[config.mk]
export PLATFORM = sky130hd
export DESIGN_NAME = stream_cut_register
export DESIGN_NICKNAME = d
export VERILOG_FILES = /design/src/rtl/stream_cut_pkg.sv /design/src/rtl/stream_cut_slot.sv /design/src/rtl/stream_cut_register.sv
export SDC_FILE = /design/constraint.sdc
export NUM_CORES = 1
export LEC_CHECK = 0
export BUFFER_PORTS_ARGS = -buffer_cell sky130_fd_sc_hd__buf_2
export CORE_AREA = 4 4 41 43
export DETAILED_ROUTE_END_ITERATION = 10
export DIE_AREA = 0 0 45 47
export PLACE_DENSITY_LB_ADDON = 0.08
export SYNTH_ARGS = -nofsm -noshare
export SYNTH_HDL_FRONTEND = slang
export SYNTH_SLANG_ARGS = --single-unit
[constraint.sdc]
create_clock -name clk_i -period 2.4 [get_ports clk_i]
set_clock_uncertainty 0.15 [all_clocks]
set_input_delay 0.12 -clock clk_i [delete_from_list [all_inputs] [get_ports clk_i]]
set_output_delay 0.12 -clock clk_i [all_outputs]
set_load 0.02 [all_outputs]
[src/rtl/stream_cut_pkg.sv]
// Shared types for the stream cut register.
// Occupancy encoding used by the control logic and debug probes.
package stream_cut_pkg;

    typedef enum logic [1:0] {
        CutEmpty = 2'd0,
        CutOne   = 2'd1,
        CutTwo   = 2'd2
    } cut_occ_e;

endpackage

[src/rtl/stream_cut_slot.sv]
// One payload register of the cut stage.
// Load enable, synchronous clear (wins over load), async reset.
module stream_cut_slot #(
    parameter type T = logic
) (
    input  logic clk_i,
    input  logic rst_ni,
    input  logic clr_i,
    input  logic load_i,
    input  T     d_i,
    output T     q_o
);

    // Payload flop: only moves on load or clear.
    always_ff @(posedge clk_i or negedge rst_ni) begin
        if (!rst_ni) begin
            q_o <= T'('0);
        end else if (clr_i) begin
            q_o <= T'('0);
        end else if (load_i) begin
            q_o <= d_i;
        end
    end

endmodule

[src/rtl/stream_cut_register.sv]
// Two-entry ready/valid register; every port is driven from a flop.
// Optional SVA checks: define STREAM_CUT_REGISTER_ASSERT_EN.
module stream_cut_register
    import stream_cut_pkg::*;
#(
    parameter type  T      = logic,
    parameter logic Bypass = 1'b0
) (
    input  logic clk_i,
    input  logic rst_ni,
    input  logic clr_i,
    input  logic valid_i,
    output logic ready_o,
    input  T     data_i,
    output logic valid_o,
    input  logic ready_i,
    output T     data_o
);

    if (Bypass) begin : gen_bypass

        logic unused_bypass;

        assign valid_o       = valid_i;
        assign ready_o       = ready_i;
        assign data_o        = data_i;
        assign unused_bypass = ^{clk_i, rst_ni, clr_i};

`ifdef STREAM_CUT_REGISTER_ASSERT_EN
        // Bypass must stay pure wiring.
        a_bypass_wire: assert property (@(posedge clk_i)
            valid_o == valid_i && ready_o == ready_i && data_o == data_i);
`endif

    end else begin : gen_cut

        cut_occ_e occ_q;
        cut_occ_e occ_d;
        logic     a_full;
        logic     b_full;
        logic     in_hs;
        logic     out_hs;
        logic     a_load;
        logic     b_load;
        logic     a_sel_b;
        T         a_d;
        T         a_q;
        T         b_q;

        assign a_full  = (occ_q != CutEmpty);
        assign b_full  = (occ_q == CutTwo);
        assign ready_o = ~b_full;
        assign valid_o = a_full;
        assign data_o  = a_q;
        assign in_hs   = valid_i & ready_o;
        assign out_hs  = valid_o & ready_i;
        assign a_d     = a_sel_b ? b_q : data_i;

        // Next occupancy and slot load selects from both handshakes.
        always_comb begin
            occ_d   = occ_q;
            a_load  = 1'b0;
            b_load  = 1'b0;
            a_sel_b = 1'b0;
            unique case (occ_q)
                CutEmpty: begin
                    if (in_hs) begin
                        a_load = 1'b1;
                        occ_d  = CutOne;
                    end
                end
                CutOne: begin
                    if (in_hs && out_hs) begin
                        a_load = 1'b1;
                    end else if (in_hs) begin
                        b_load = 1'b1;
                        occ_d  = CutTwo;
                    end else if (out_hs) begin
                        occ_d  = CutEmpty;
                    end
                end
                CutTwo: begin
                    if (out_hs) begin
                        a_load  = 1'b1;
                        a_sel_b = 1'b1;
                        occ_d   = CutOne;
                    end
                end
                default: begin
                    occ_d = CutEmpty;
                end
            endcase
        end

        // Occupancy register; clear empties both slots.
        always_ff @(posedge clk_i or negedge rst_ni) begin
            if (!rst_ni) begin
                occ_q <= CutEmpty;
            end else if (clr_i) begin
                occ_q <= CutEmpty;
            end else begin
                occ_q <= occ_d;
            end
        end

        stream_cut_slot #(.T(T)) u_slot_a (
            .clk_i  (clk_i),
            .rst_ni (rst_ni),
            .clr_i  (clr_i),
            .load_i (a_load),
            .d_i    (a_d),
            .q_o    (a_q)
        );

        stream_cut_slot #(.T(T)) u_slot_b (
            .clk_i  (clk_i),
            .rst_ni (rst_ni),
            .clr_i  (clr_i),
            .load_i (b_load),
            .d_i    (data_i),
            .q_o    (b_q)
        );

`ifdef STREAM_CUT_REGISTER_ASSERT_EN
        a_no_b_without_a: assert property (@(posedge clk_i)
            disable iff (!rst_ni) !(b_full && !a_full));
        a_out_stable: assert property (@(posedge clk_i)
            disable iff (!rst_ni)
            (valid_o && !ready_i && !clr_i) |=> (valid_o && $stable(data_o)));
        a_no_in_when_full: assert property (@(posedge clk_i)
            disable iff (!rst_ni) b_full |-> !in_hs);
`endif

    end

endmodule

=== After elaboration in Yosys (flattened, before gate mapping) ===
Index checks and enable logic that the tools add are counted.
Widths: inputs -> output; s select.

* Bits in registers: 4
* Input bits: 6
* Output and inout port bits: 3
* Word-level logic and storage cells: 37

* Eq/ne operators: 6
* Mux-type cells: 19
* Bitwise gates (word level): 3
* Reductions and logical operators: 6

{| class="wikitable"
|+ Operators by type and width
! operator !! number
|-
| $mux 2 || 6
|-
| $mux 1 || 11
|-
| $ne 3x3->1 const B || 2
|-
| $pmux 2 s3 || 1
|-
| $reduce_bool 2->1 || 3
|-
| $ne 4x4->1 const B || 1
|-
| $reduce_and 4->1 || 1
|-
| $ne 3x2->1 const B || 1
|-
| $pmux 1 s3 || 1
|-
| $and 1x1->1 || 2
|-
| $eq 2x1->1 const B || 1
|-
| $eq 2x2->1 const B || 1
|-
| $logic_not 2->1 || 1
|-
| $logic_and 1x1->1 || 1
|-
| $not 1->1 || 1
|}

=== Depth between registers and ports, before layout ===
Gate-level depths: netlist of the first run.

* Depth after elaboration: 8
* Gate-level depth with buffers: 3
* Mapped depth without buffers: 3

=== By module ===
From an unflattened synthesis of the first run, not the netlist that was laid out.

* Cell total of the unflattened synthesis: 26
* Area total of the unflattened synthesis: 227.7 um2

{| class="wikitable"
|+ By module, submodules not included
! module !! instances !! cells an instance !! area each (um2) !! sequential area each (um2)
|-
| stream_cut_register || 1 || 20 || 150.1 || 50.0
|-
| stream_cut_slot || 2 || 3 || 38.8 || 25.0
|}

=== Worst setup path after synthesis of the first run ===
Ideal clock, no wire load.

* Path type: register -> register
* Start point: register gen_cut.occ_q[1]
* End point: register gen_cut.u_slot_a.q_o
* Library setup time: 0.123 ns
* Data arrival time: 0.925 ns
* Required time: 2.127 ns
* Slack: 1.202 ns
* Stages on the path, launching flop included: 4
* Path buffers: 0
* Period minus slack after synthesis: 1.198 ns
* Cells stage by stage: dfrtp_1 -> nor2b_1 -> nand2_1 -> o221a_2

* Longest elaborated chain between the ends: 7
* Elaborated cells on any way between the ends: 17
* Those cells by class: eq/ne: 2; mux: 8; bitwise: 3; reduce/logical: 4

{| class="wikitable"
|+ Ends and longest elaborated chain
! element !! line !! source
|-
| start: declaration || stream_cut_register.sv:37 || <nowiki>cut_occ_e occ_q;</nowiki>
|-
| start signal: assignment || stream_cut_register.sv:98 || <nowiki>occ_q <= CutEmpty;</nowiki>
|-
| start signal: assignment || stream_cut_register.sv:100 || <nowiki>occ_q <= CutEmpty;</nowiki>
|-
| $eq 2x2->1 or $reduce_bool 2->1 (tied branches) || stream_cut_register.sv:51, stream_cut_register.sv:65, stream_cut_register.sv:50 ||
|-
| $not 1->1 or $and 1x1->1 (tied branches) || stream_cut_register.sv:52, stream_cut_register.sv:56 ||
|-
| $and 1x1->1 or $mux 1 (tied branches) || stream_cut_register.sv:55, stream_cut_register.sv:83 ||
|-
| $logic_and 1x1->1 or $mux 1 (tied branches) || stream_cut_register.sv:73, stream_cut_register.sv:65 ||
|-
| $mux 1 (on tied branches) || stream_cut_register.sv:73, stream_cut_register.sv:57 ||
|-
| $pmux 1 s3 or $mux 1 (tied branches) || stream_cut_register.sv:65, stream_cut_slot.sv:20 ||
|-
| $reduce_bool 2->1 (no source line) or $mux 1 (tied branches) || - ||
|-
| end signal: assignment || stream_cut_slot.sv:17 || <nowiki>q_o <= T'('0);</nowiki>
|-
| end signal: assignment || stream_cut_slot.sv:19 || <nowiki>q_o <= T'('0);</nowiki>
|-
| end signal: assignment || stream_cut_slot.sv:21 || <nowiki>q_o <= d_i;</nowiki>
|-
| end: declaration || stream_cut_slot.sv:11 || <nowiki>output T q_o</nowiki>
|}

Parallel ways exist; a longest one is shown, timed or not. The select of a mux whose other input is x is not followed.
A chain may end at the register's enable or synchronous reset.

=== Worst setup path in the final report of the first run ===
* Start point: input port ready_i
* End point: register gen_cut.occ_q[0]

* Longest elaborated chain between the ends: 4
* Elaborated cells on any way between the ends: 6
* Those cells by class: eq/ne: 3; bitwise: 1; reduce/logical: 2

{| class="wikitable"
|+ Ends and longest elaborated chain
! element !! line !! source
|-
| start: declaration || stream_cut_register.sv:16 || <nowiki>input logic ready_i,</nowiki>
|-
| $and 1x1->1 * || stream_cut_register.sv:56 || <nowiki>assign out_hs = valid_o & ready_i;</nowiki>
|-
| $logic_and 1x1->1 || stream_cut_register.sv:73 || <nowiki>if (in_hs && out_hs) begin</nowiki>
|-
| $ne 3x3->1 (no source line) || - ||
|-
| $reduce_and 4->1 (no source line) * || - ||
|}

Every way passes the cells marked *; elsewhere a longest branch is shown, timed or not.

==> out/metrics.csv, run 1 <==
stage,metric,value,unit
worst_setup_path,cell family with most CP delay,buffers and inverters,
layout,Non-Filler Instances,54,
layout,layout cells sized above 1,38.5,%
synthesis,"top cells by count, synth","dfrtp_1, a21oi_1, nand2_1, inv_1, nor2b_1",
layout,filler cell count in the final layout,147,
synthesis,ys async rst share,100,%
synthesis,post-synthesis cell count,25,
synthesis,Mapped Area,230,um^2
synthesis,Post-Syn Nets,31,
worst_setup_path,CP Class,input port to register,
drt,Initial DRC Count,1,
worst_setup_path,crit path cell chain,dlygate4sd3_1 > buf_2 > nand2b_2 > o32a_1 > a21oi_2,
clock_network,worst skew pair latency,0.24,ns
sta,final hold vios,0,
sta,"Period Utilization, post-route",59.6,%
clock_network,CTS Hold Bufs,3,
sta,actual slew at the worst max-slew pin,0.229,ns
clock_network,TritonCTS buffer count,3,
drt,WL/cell,11.3,um
synthesis,register area share after synthesis,43.5,%
worst_setup_path,Crit. End Element,register,
die,num ports,9,
synthesis,Synth area leader,dfrtp_1,
sta,Setup Total Neg Slack,0,ns
sta,achievable clock frequency,0.700,GHz
run,max cap viols,0,
grt,first-pass GRT wire length,1.04,mm
synthesis,Post-synth EDFFs,0,
sta,min Tclk post-route,1.43,ns
sta,final setup violation count,0,
layout,Final #Nets,47,
grt,pin count of the biggest net entering global routing,8,
placed_design,placed cell count,48,
synthesis,#FFs+latches synth,4,
die,die height,47,um
drt,first-pass detailed-route iteration total,2,
synthesis,count of cell types in the netlist,16,
drt,routed via count,240,
worst_setup_path,crit path buf inv count,2,
min_path,Worst Hold Class,input port to register,
die,full die area,0.00212,mm^2
layout,Layout area overhead,48.4,%
sta,Rel. slew slack,84.7,%
clock_network,post-CTS setup buffers,0,
clock_network,CTS tree,built,
clock_network,H-tree depth,1,
die,core area,0.00130,mm^2
die,num rows,13,
layout,antenna cell count,0,
synthesis,Syn. warnings,0,
sta,Max Slew Vio Count,0,
worst_setup_path,Critical Path Fanout Max,6,
placed_design,gpl congestion,0.793,
clock_network,clock net sink count,4,
synthesis,post-synth top area share,43.5,%
grt,antenna violations before repair,0,
drt,Via density,4.44,
outcome,status,completed,
synthesis,Syn Area/Cell,9.21,um^2
sta,unrepaired setup endpoints after global routing,false,
clock_network,Root Buffer,clkbuf_4,
grt,vias in the first global route,239,
drt,"antenna viol nets, final",0,
power_and_ir_drop,PD cells,578,mW/mm^2
placed_design,number of port buffers,8,
worst_setup_path,CP peak stage delay,0.53,ns
synthesis,cell with the most instances after synthesis,dfrtp_1,
worst_setup_path,critical path required time,2.41,ns
worst_setup_path,Worst Path Arrival,1.44,ns
synthesis,top_reg_cell synth,dfrtp_1,
drt,DRC viols,0,
worst_setup_path,"Max stage delay cell, worst path",dlygate4sd3_1,
grt,grt ovf,0,
worst_setup_path,type of origin of the critical path,input port,
layout,final design utilization,26.3,%
die,Die Span X,45,um
clock_network,"Reg clk slew, reported paths",0.04,ns
drt,final WL,610,um
grt,total track usage,7.38,%
clock_network,CTS Buffer Depth,2,
power_and_ir_drop,VDD IR max,0.170,mV
die,Initial Util,17.7,%
placed_design,DP HPWL,444,um
clock_network,post_cts resized,0,
synthesis,"top cells by area, synth","dfrtp_1, a21oi_1, nor2b_1, nand2_1, o221a_2",
power_and_ir_drop,Leakage,0.152,nW
## flip-flops by register name (all words and copies together), names as in the netlist
| signal | count |
|---|---|
| gen_cut.u_slot_a.q_o | 1 |
| gen_cut.u_slot_b.q_o | 1 |
| gen_cut.occ_q | 2 |
## through the flow
| step | power, mW | setup WS, ns | hold WS [ns] | instance area, um^2 |
|---|---|---|---|---|
| after floorplan | 0.0933 | 1.20 | -0.326 | 230 |
| after global placement | 0.108 | 1.12 | -0.217 | 289 |
| after detailed placement | 0.107 | 1.11 | -0.219 | 289 |
| after CTS | 0.202 | 0.957 | 0.0226 | 342 |
| after global routing | 0.207 | 0.913 | 0.0417 | 342 |
| final | 0.198 | 0.971 | 0.0320 | 342 |
## where the power goes
part           total, mW  switching, mW  internal (mW)
combinational     0.0346         0.0176         0.0170
sequential        0.0751        0.00385         0.0712
clock             0.0879         0.0316         0.0562
total              0.198         0.0531          0.144
## cells by family (layout without fill, tap and decap cells)
logic type / Yosys count / in the layout / share of synthesized area (%)
flops: 4 / 4 / 43.5
compound gates: 9 / 9 / 27.7
simple gates: 10 / 10 / 25.5
buf+inv: 2 / 16 / 3.26
## area by class of cell
cell class | count | area, um^2 | area share [%]
multi-input cells | 19 | 123 | 35.9
clock buffers | 3 | 22.5 | 6.59
repair buffers | 11 | 70.1 | 20.5
flip-flops and latches | 4 | 100 | 29.3
inverters | 2 | 7.51 | 2.20
well taps | 15 | 18.8 | 5.49
## layer usage
metal | share of wire (%) | global-route usage (%) | wire length, um | vias to the layer above
met4 | 0.98 | 8.77 | 6 | 0
li1 | - | - | - | 121
met2 | 48 | 9.89 | 291 | 5
met3 | 8.9 | 3.45 | 54 | 2
met5 | 0 | 0 | 0 | -
met1 | 42 | 7.82 | 258 | 112
## path summary, 6_finish.rpt
check | startpoint | slack [ns] | cells after the start | end
worst max register to register | gen_cut.occ_q[1] | 1.09 | 3 | gen_cut.u_slot_a.q_o
max in group asynchronous | rst_ni | 1.91 | 2 | gen_cut.u_slot_b.q_o
worst min-delay path | data_i | 0.03 | 3 | gen_cut.u_slot_b.q_o
worst min register to register | gen_cut.u_slot_b.q_o | 0.41 | 2 | gen_cut.u_slot_b.q_o
worst max-delay path | ready_i | 0.97 | 5 | gen_cut.occ_q[0]
min in group asynchronous | rst_ni | 0.07 | 2 | gen_cut.u_slot_a.q_o
## cell usage in the layout (no fill, tap or decap), drive strengths merged
| cell type | netlist | layout |
|---|---|---|
| buf | 0 | 8 |
| dfrtp | 4 | 4 |
| a21oi | 4 | 4 |
| nand2 | 3 | 3 |
| clkbuf | 0 | 3 |
| dlygate4sd3 | 0 | 3 |
| nor2b | 2 | 2 |
| inv | 2 | 2 |
| nand2b | 2 | 2 |
| or2 | 1 | 1 |
| o32a | 1 | 1 |
| nor3 | 1 | 1 |
| o21bai | 1 | 1 |
| a31oi | 1 | 1 |
| o221a | 1 | 1 |
| nand4b | 1 | 1 |
| o21ai | 1 | 1 |
## tightest hold or removal path, delay by kind of cell
| kind | cells | cell delay [ns] |
|---|---|---|
| AND/OR/NAND/NOR | 1 | 0.08 |
| AO/OA/AOI/OAI | 1 | 0.07 |
| buffers and inverters | 1 | 0.10 |
No activity file was read; power rests on OpenSTA's default activity.
==> inputs of run 2 (changes only) <==
==> constraint.sdc (replaced) <==
create_clock -name clk_i -period 1.2 [get_ports clk_i]
set_clock_uncertainty 0.15 [all_clocks]
set_input_delay 0.06 -clock clk_i [delete_from_list [all_inputs] [get_ports clk_i]]
set_output_delay 0.06 -clock clk_i [all_outputs]
set_load 0.02 [all_outputs]
==> out/metrics.csv, run 2 (same netlist as run 1, synthesis figures left out) <==
stage,metric,value,unit,change
grt,grt ovf,0,,unchanged
layout,top flop regs,"gen_cut.occ_q: 2 flops, gen_cut.u_slot_a.q_o: 1 flops, gen_cut.u_slot_b.q_o: 1 flops",,unchanged
layout,"Design Area, Final",460,um^2,was 342 um^2
layout,Layout area overhead,100,%,was 48.4%
sta,final hold vios,0,,unchanged
worst_setup_path,Worst Reg-to-Reg Cells,4,,was 3
grt,pin count of the biggest net entering global routing,7,,was 8
drt,routed via count,289,,was 240
worst_setup_path,Worst Path Arrival,1.06,ns,was 1.44 ns
drt,Via density,4.59,,was 4.44
outcome,violated checks,negative setup slack,,
power_and_ir_drop,VDD IR max,0.365,mV,was 0.170 mV
drt,Initial DRC Count,5,,was 1
power_and_ir_drop,Leakage,0.207,nW,was 0.152 nW
placed_design,placed cell area,327,um^2,was 289 um^2
outcome,status,"finished, violations left",,was completed
clock_network,H-tree depth,1,,unchanged
placed_design,placed cell count,53,,was 48
placed_design,DP HPWL,538,um,was 444 um
sta,min Tclk post-route,1.27,ns,
clock_network,"Reg clk slew, reported paths",0.04,ns,about the same
die,core area,0.00130,mm^2,unchanged
die,Initial Util,17.7,%,unchanged
die,Die Span X,45,um,unchanged
sta,achievable clock frequency,0.785,GHz,
sta,Max Slew Vio Count,0,,unchanged
power_and_ir_drop,PD cells,976,mW/mm^2,was 578 mW/mm^2
layout,antenna cell count,0,,unchanged
worst_setup_path,critical path required time,0.99,ns,was 2.41 ns
worst_setup_path,Critical Path Fanout Max,6,,unchanged
clock_network,CTS Buffer Depth,2,,unchanged
die,num ports,9,,unchanged
worst_setup_path,Crit. End Element,primary output,,was register
drt,WL/cell,13.3,um,was 11.3 um
grt,antenna violations before repair,0,,unchanged
clock_network,Root Buffer,clkbuf_4,,unchanged
sta,final setup violation count,4,,was 0
grt,first-pass GRT wire length,1.30,mm,was 1.04 mm
layout,Largest register FFs,2,,unchanged
drt,DRC viols,0,,unchanged
worst_setup_path,Worst Setup EP,valid_o,,was gen_cut.occ_q[0]
die,full die area,0.00212,mm^2,unchanged
layout,Non-Filler Instances,63,,was 54
clock_network,clock net sink count,4,,unchanged
sta,unrepaired setup endpoints after global routing,true,,was false
layout,Final #Nets,56,,was 47
layout,largest register by flop count,gen_cut.occ_q,,unchanged
min_path,Worst Hold Class,input port to asynchronous set/reset pin,,was input port to register
worst_setup_path,type of origin of the critical path,register,,was input port
clock_network,TritonCTS buffer count,3,,unchanged
layout,"most common cell after layout, fill and taps aside",buf_4,,was buf_2
placed_design,gpl congestion,0.707,,was 0.793
worst_setup_path,r2r endpoint,gen_cut.occ_q[0],,was gen_cut.u_slot_a.q_o
sta,"Period Utilization, post-route",106,%,
sta,actual slew at the worst max-slew pin,0.169,ns,was 0.229 ns
layout,layout cells sized above 1,62.5,%,was 38.5%
worst_setup_path,CP Launch Point,gen_cut.occ_q[1],,was ready_i
die,die height,47,um,unchanged
sta,Rel. slew slack,88.7,%,was 84.7%
grt,vias in the first global route,314,,was 239
drt,first-pass detailed-route iteration total,4,,was 2
layout,most frequent cells in the layout,"buf_4, buf_2, dlygate4sd3_1",,"was buf_2, dfrtp_1"
run,max cap viols,0,,unchanged
worst_setup_path,RR Startpoint,gen_cut.occ_q[0],,was gen_cut.occ_q[1]
clock_network,worst skew pair latency,0.25,ns,was 0.24 ns
sta,fin worst setup slack,-0.0744,ns,was 0.971 ns
layout,final design utilization,35.4,%,was 26.3%
drt,"antenna viol nets, final",0,,unchanged
drt,final WL,838,um,was 610 um
placed_design,Post-Place Setup Slack,0.0103,ns,was 1.11 ns
grt,total track usage,9.35,%,was 7.38%
worst_setup_path,CP Class,register to primary output,,was input port to register
clock_network,CTS tree,built,,unchanged
placed_design,number of port buffers,8,,unchanged
worst_setup_path,R2R Setup Slk,-0.06,ns,was 1.09 ns
die,num rows,13,,unchanged
sta,Setup Total Neg Slack,-0.208,ns,was 0 ns
-- run 2: repair_timing --
action,in CTS,in global routing
pin swaps,1,0
endpoints found under the hold margin,8,0
hold buffers,4,0
setup buffers,3,0
gates resized for setup,7,9
setup endpoints to repair,2,6
-- run 2: worst max-delay path, cell delays in order (launching register included) --
cell and delay (ns):
dfrtp_2 0.43, or2_4 0.26, buf_6 0.13
-- run 2: how the worst min path moves through the flow --
| stage | to | start |
|---|---|---|
| 6_report | gen_cut.u_slot_b.q_o | rst_ni |
| 5_1_grt | gen_cut.u_slot_a.q_o | rst_ni |
| 4_1_cts | gen_cut.u_slot_b.q_o | rst_ni |
| 3_5_place_dp | gen_cut.u_slot_b.q_o | rst_ni |
| 3_3_place_gp | gen_cut.u_slot_b.q_o | rst_ni |
| 2_1_floorplan | gen_cut.occ_q[0] | rst_ni |
-- run 2: per-layer routing --
layer	up-vias	wire length, um	track usage (%)
met5	-	0	0
met2	10	431	15.5
met1	136	332	8.72
met4	0	29	10.5
li1	138	-	-
met3	5	44	2.68
-- run 2: cell type report --
class                   instances  area, um^2
fillers                       143         841
repair buffers                 20         156
multi-input cells              19         153
flip-flops and latches          4         103
clock buffers                   3        22.5
well taps                      15        18.8
inverters                       2        7.51
-- run 2: metrics by stage --
step	total power, mW	hold WS [ns]
6_report	0.450	0.00249
3_3_place_gp	0.231	-0.270
2_1_floorplan	0.187	-0.386
3_5_place_dp	0.229	-0.270
5_1_grt	0.476	0.0251
4_1_cts	0.445	0.00743
-- run 2: power by group --
group          switching [mW]  internal (mW)  leakage (nW)
Combinational          0.0501         0.0656         0.143
Sequential            0.00790          0.143        0.0506
Clock                  0.0700          0.113        0.0138
Total                   0.128          0.322         0.207
==> inputs of run 3 (changes only) <==
--- a/config.mk
+++ b/config.mk
@@ -9,6 +9,7 @@
 export CORE_AREA = 4 4 41 43
 export DETAILED_ROUTE_END_ITERATION = 10
 export DIE_AREA = 0 0 45 47
+export GPL_TIMING_DRIVEN = 0
 export PLACE_DENSITY_LB_ADDON = 0.08
 export SYNTH_ARGS = -nofsm -noshare
 export SYNTH_HDL_FRONTEND = slang
==> out/metrics.csv, run 3 (same netlist as run 1, synthesis figures left out) <==
stage,metric,value,unit,change
outcome,status,"finished, violations left",,unchanged
outcome,violated checks,negative setup slack,,unchanged
die,Initial Util,17.7,%,unchanged
clock_network,clock net sink count,4,,unchanged
sta,fin worst setup slack,-0.0697,ns,was -0.0744 ns
run,max cap viols,0,,unchanged
sta,final setup violation count,4,,unchanged
worst_setup_path,R2R Setup Slk,-0.06,ns,about the same
worst_setup_path,CP Class,register to primary output,,unchanged
layout,layout cells sized above 1,59.1,%,was 62.5%
layout,Non-Filler Instances,59,,was 63
power_and_ir_drop,clock power share,37.6,%,was 40.7%
worst_setup_path,critical path required time,0.99,ns,about the same
die,num rows,13,,unchanged
sta,final hold vios,0,,unchanged
power_and_ir_drop,PD cells,952,mW/mm^2,was 976 mW/mm^2
sta,Rel. slew slack,88.1,%,was 88.7%
die,die height,47,um,unchanged
placed_design,gpl congestion,0.761,,was 0.707
grt,antenna violations before repair,0,,unchanged
sta,min Tclk post-route,1.27,ns,about the same
worst_setup_path,Critical Path Fanout Max,4,,was 6
clock_network,CTS tree,built,,unchanged
grt,total track usage,7.77,%,was 9.35%
power_and_ir_drop,Internal,0.317,mW,was 0.322 mW
power_and_ir_drop,combinational power share,26.3,%,was 25.7%
power_and_ir_drop,PnR Total Power,0.422,mW,was 0.450 mW
drt,first-pass detailed-route iteration total,4,,unchanged
sta,achievable clock frequency,0.788,GHz,was 0.785 GHz
layout,Layout area overhead,92.4,%,was 100%
worst_setup_path,type of origin of the critical path,register,,unchanged
sta,"Period Utilization, post-route",106,%,about the same
worst_setup_path,Worst Path Arrival,1.06,ns,about the same
drt,"antenna viol nets, final",0,,unchanged
die,Die Span X,45,um,unchanged
worst_setup_path,crit path cell chain,or2_4 > buf_6,,unchanged
drt,WL/cell,12.1,um,was 13.3 um
worst_setup_path,r2r endpoint,gen_cut.occ_q[0],,unchanged
clock_network,TritonCTS buffer count,3,,unchanged
grt,pin count of the biggest net entering global routing,8,,was 7
worst_setup_path,RR Startpoint,gen_cut.occ_q[0],,unchanged
clock_network,Root Buffer,clkbuf_4,,unchanged
worst_setup_path,"Max stage delay cell, worst path",dfrtp_2,,unchanged
grt,vias in the first global route,258,,was 314
power_and_ir_drop,Leakage,0.197,nW,was 0.207 nW
worst_setup_path,Worst Reg-to-Reg Cells,4,,unchanged
drt,DRC viols,0,,unchanged
layout,antenna cell count,0,,unchanged
worst_setup_path,CP peak stage delay,0.44,ns,was 0.43 ns
drt,routed via count,259,,was 289
sta,Max Slew Vio Count,0,,unchanged
worst_setup_path,Crit. End Element,primary output,,unchanged
worst_setup_path,cell family with most CP delay,flip-flops,,unchanged
worst_setup_path,crit path buf inv count,1,,unchanged
power_and_ir_drop,Sequential Power Share,36.0,%,was 33.6%
clock_network,worst skew pair latency,0.23,ns,was 0.25 ns
die,full die area,0.00212,mm^2,unchanged
layout,most frequent cells in the layout,"buf_2, dlygate4sd3_1, clkbuf_4, buf_6, buf_4",,"was buf_4, buf_2, dlygate4sd3_1"
clock_network,CTS Buffer Depth,2,,unchanged
sta,unrepaired setup endpoints after global routing,true,,unchanged
layout,largest register by flop count,gen_cut.occ_q,,unchanged
worst_setup_path,Critical Path Stages,2,,unchanged
min_path,Worst Hold Class,input port to asynchronous set/reset pin,,unchanged
drt,final WL,711,um,was 838 um
grt,grt ovf,0,,unchanged
clock_network,"Reg clk slew, reported paths",0.04,ns,about the same
power_and_ir_drop,P_sw,0.105,mW,was 0.128 mW
die,core area,0.00130,mm^2,unchanged
placed_design,DP HPWL,462,um,was 538 um
drt,Initial DRC Count,5,,unchanged
placed_design,placed cell count,48,,was 53
grt,first-pass GRT wire length,1.12,mm,was 1.30 mm
power_and_ir_drop,VDD IR max,0.502,mV,was 0.365 mV
power_and_ir_drop,Sw Share,24.9,%,was 28.5%
layout,Final #Nets,52,,was 56
die,num ports,9,,unchanged
placed_design,number of port buffers,8,,unchanged
sta,actual slew at the worst max-slew pin,0.178,ns,was 0.169 ns
drt,Via density,4.39,,was 4.59
layout,top flop regs,"gen_cut.occ_q: 2 flops, gen_cut.u_slot_a.q_o: 1 flops, gen_cut.u_slot_b.q_o: 1 flops",,unchanged
layout,"most common cell after layout, fill and taps aside",buf_2,,was buf_4
clock_network,H-tree depth,1,,unchanged
placed_design,Post-Place Setup Slack,-0.108,ns,was 0.0103 ns
layout,Largest register FFs,2,,unchanged
run 3: per-stage QoR:
step                utilization, %  setup TNS (ns)  hold slack (ns)  cell area, um^2
floorplan                        -               0           -0.386              230
global placement              22.2          -0.146           -0.284              289
detailed placement            22.2          -0.126           -0.280              289
CTS                           31.1          -0.165           0.0159              404
global route                  34.0          -0.342           0.0333              443
finish                        34.0          -0.203           0.0194              443
run 3: area by class of cell:
class	instances	area (um^2)
Clock buffer	3	22.5
Inverter	2	7.51
Fill cell	140	858
Timing Repair Buffer	16	126
Multi-Input combinational cell	19	165
Tap cell	15	18.8
Sequential cell	4	103
run 3: worst max-delay path by stage:
stage | startpoint | end | slack, ns
final | gen_cut.occ_q[0] | valid_o | -0.07
after global placement | gen_cut.occ_q[1] | gen_cut.u_slot_a.q_o | -0.13
after detailed placement | gen_cut.occ_q[1] | gen_cut.u_slot_a.q_o | -0.11
after CTS | gen_cut.occ_q[0] | valid_o | -0.06
after global routing | gen_cut.occ_q[0] | valid_o | -0.09
after floorplan | gen_cut.occ_q[1] | gen_cut.u_slot_a.q_o | 0.002
run 3: layer usage:
layer / part of all wire (%) / track usage, % / wire length [um] / up-vias
li1: - / - / - / 129
met5: 0 / 0 / 0 / -
met4: 0 / 0 / 0 / 0
met3: 10 / 5.75 / 74 / 0
met2: 49 / 13.6 / 351 / 10
met1: 40 / 8.05 / 284 / 120
run 3: worst reg2reg max path: stages (launching register included):
cell and delay (ns):
dfrtp_2 0.42, buf_6 0.13, nand2b_4 0.07, o32a_1 0.30, a21oi_2 0.12
run 3: power groups by stage:
| stage | logic (mW) | registers (mW) | clock network [mW] |
|---|---|---|---|
| detailed placement | 0.0621 | 0.152 | 0 |
| floorplan | 0.0322 | 0.154 | 0 |
| global placement | 0.0624 | 0.152 | 0 |
| finish | 0.111 | 0.152 | 0.159 |
| CTS | 0.0946 | 0.150 | 0.167 |
| global route | 0.120 | 0.153 | 0.181 |
run 3: what timing repair did:
| item | CTS | global route |
|---|---|---|
| hold buffers | 4 | 0 |
| pin swaps | 1 | 1 |
| gates cloned | 0 | 0 |
| endpoints found under the setup margin | 4 | 6 |
| resized for setup | 11 | 7 |
| hold endpoints to repair | 8 | 0 |
| setup buffers | 3 | 1 |
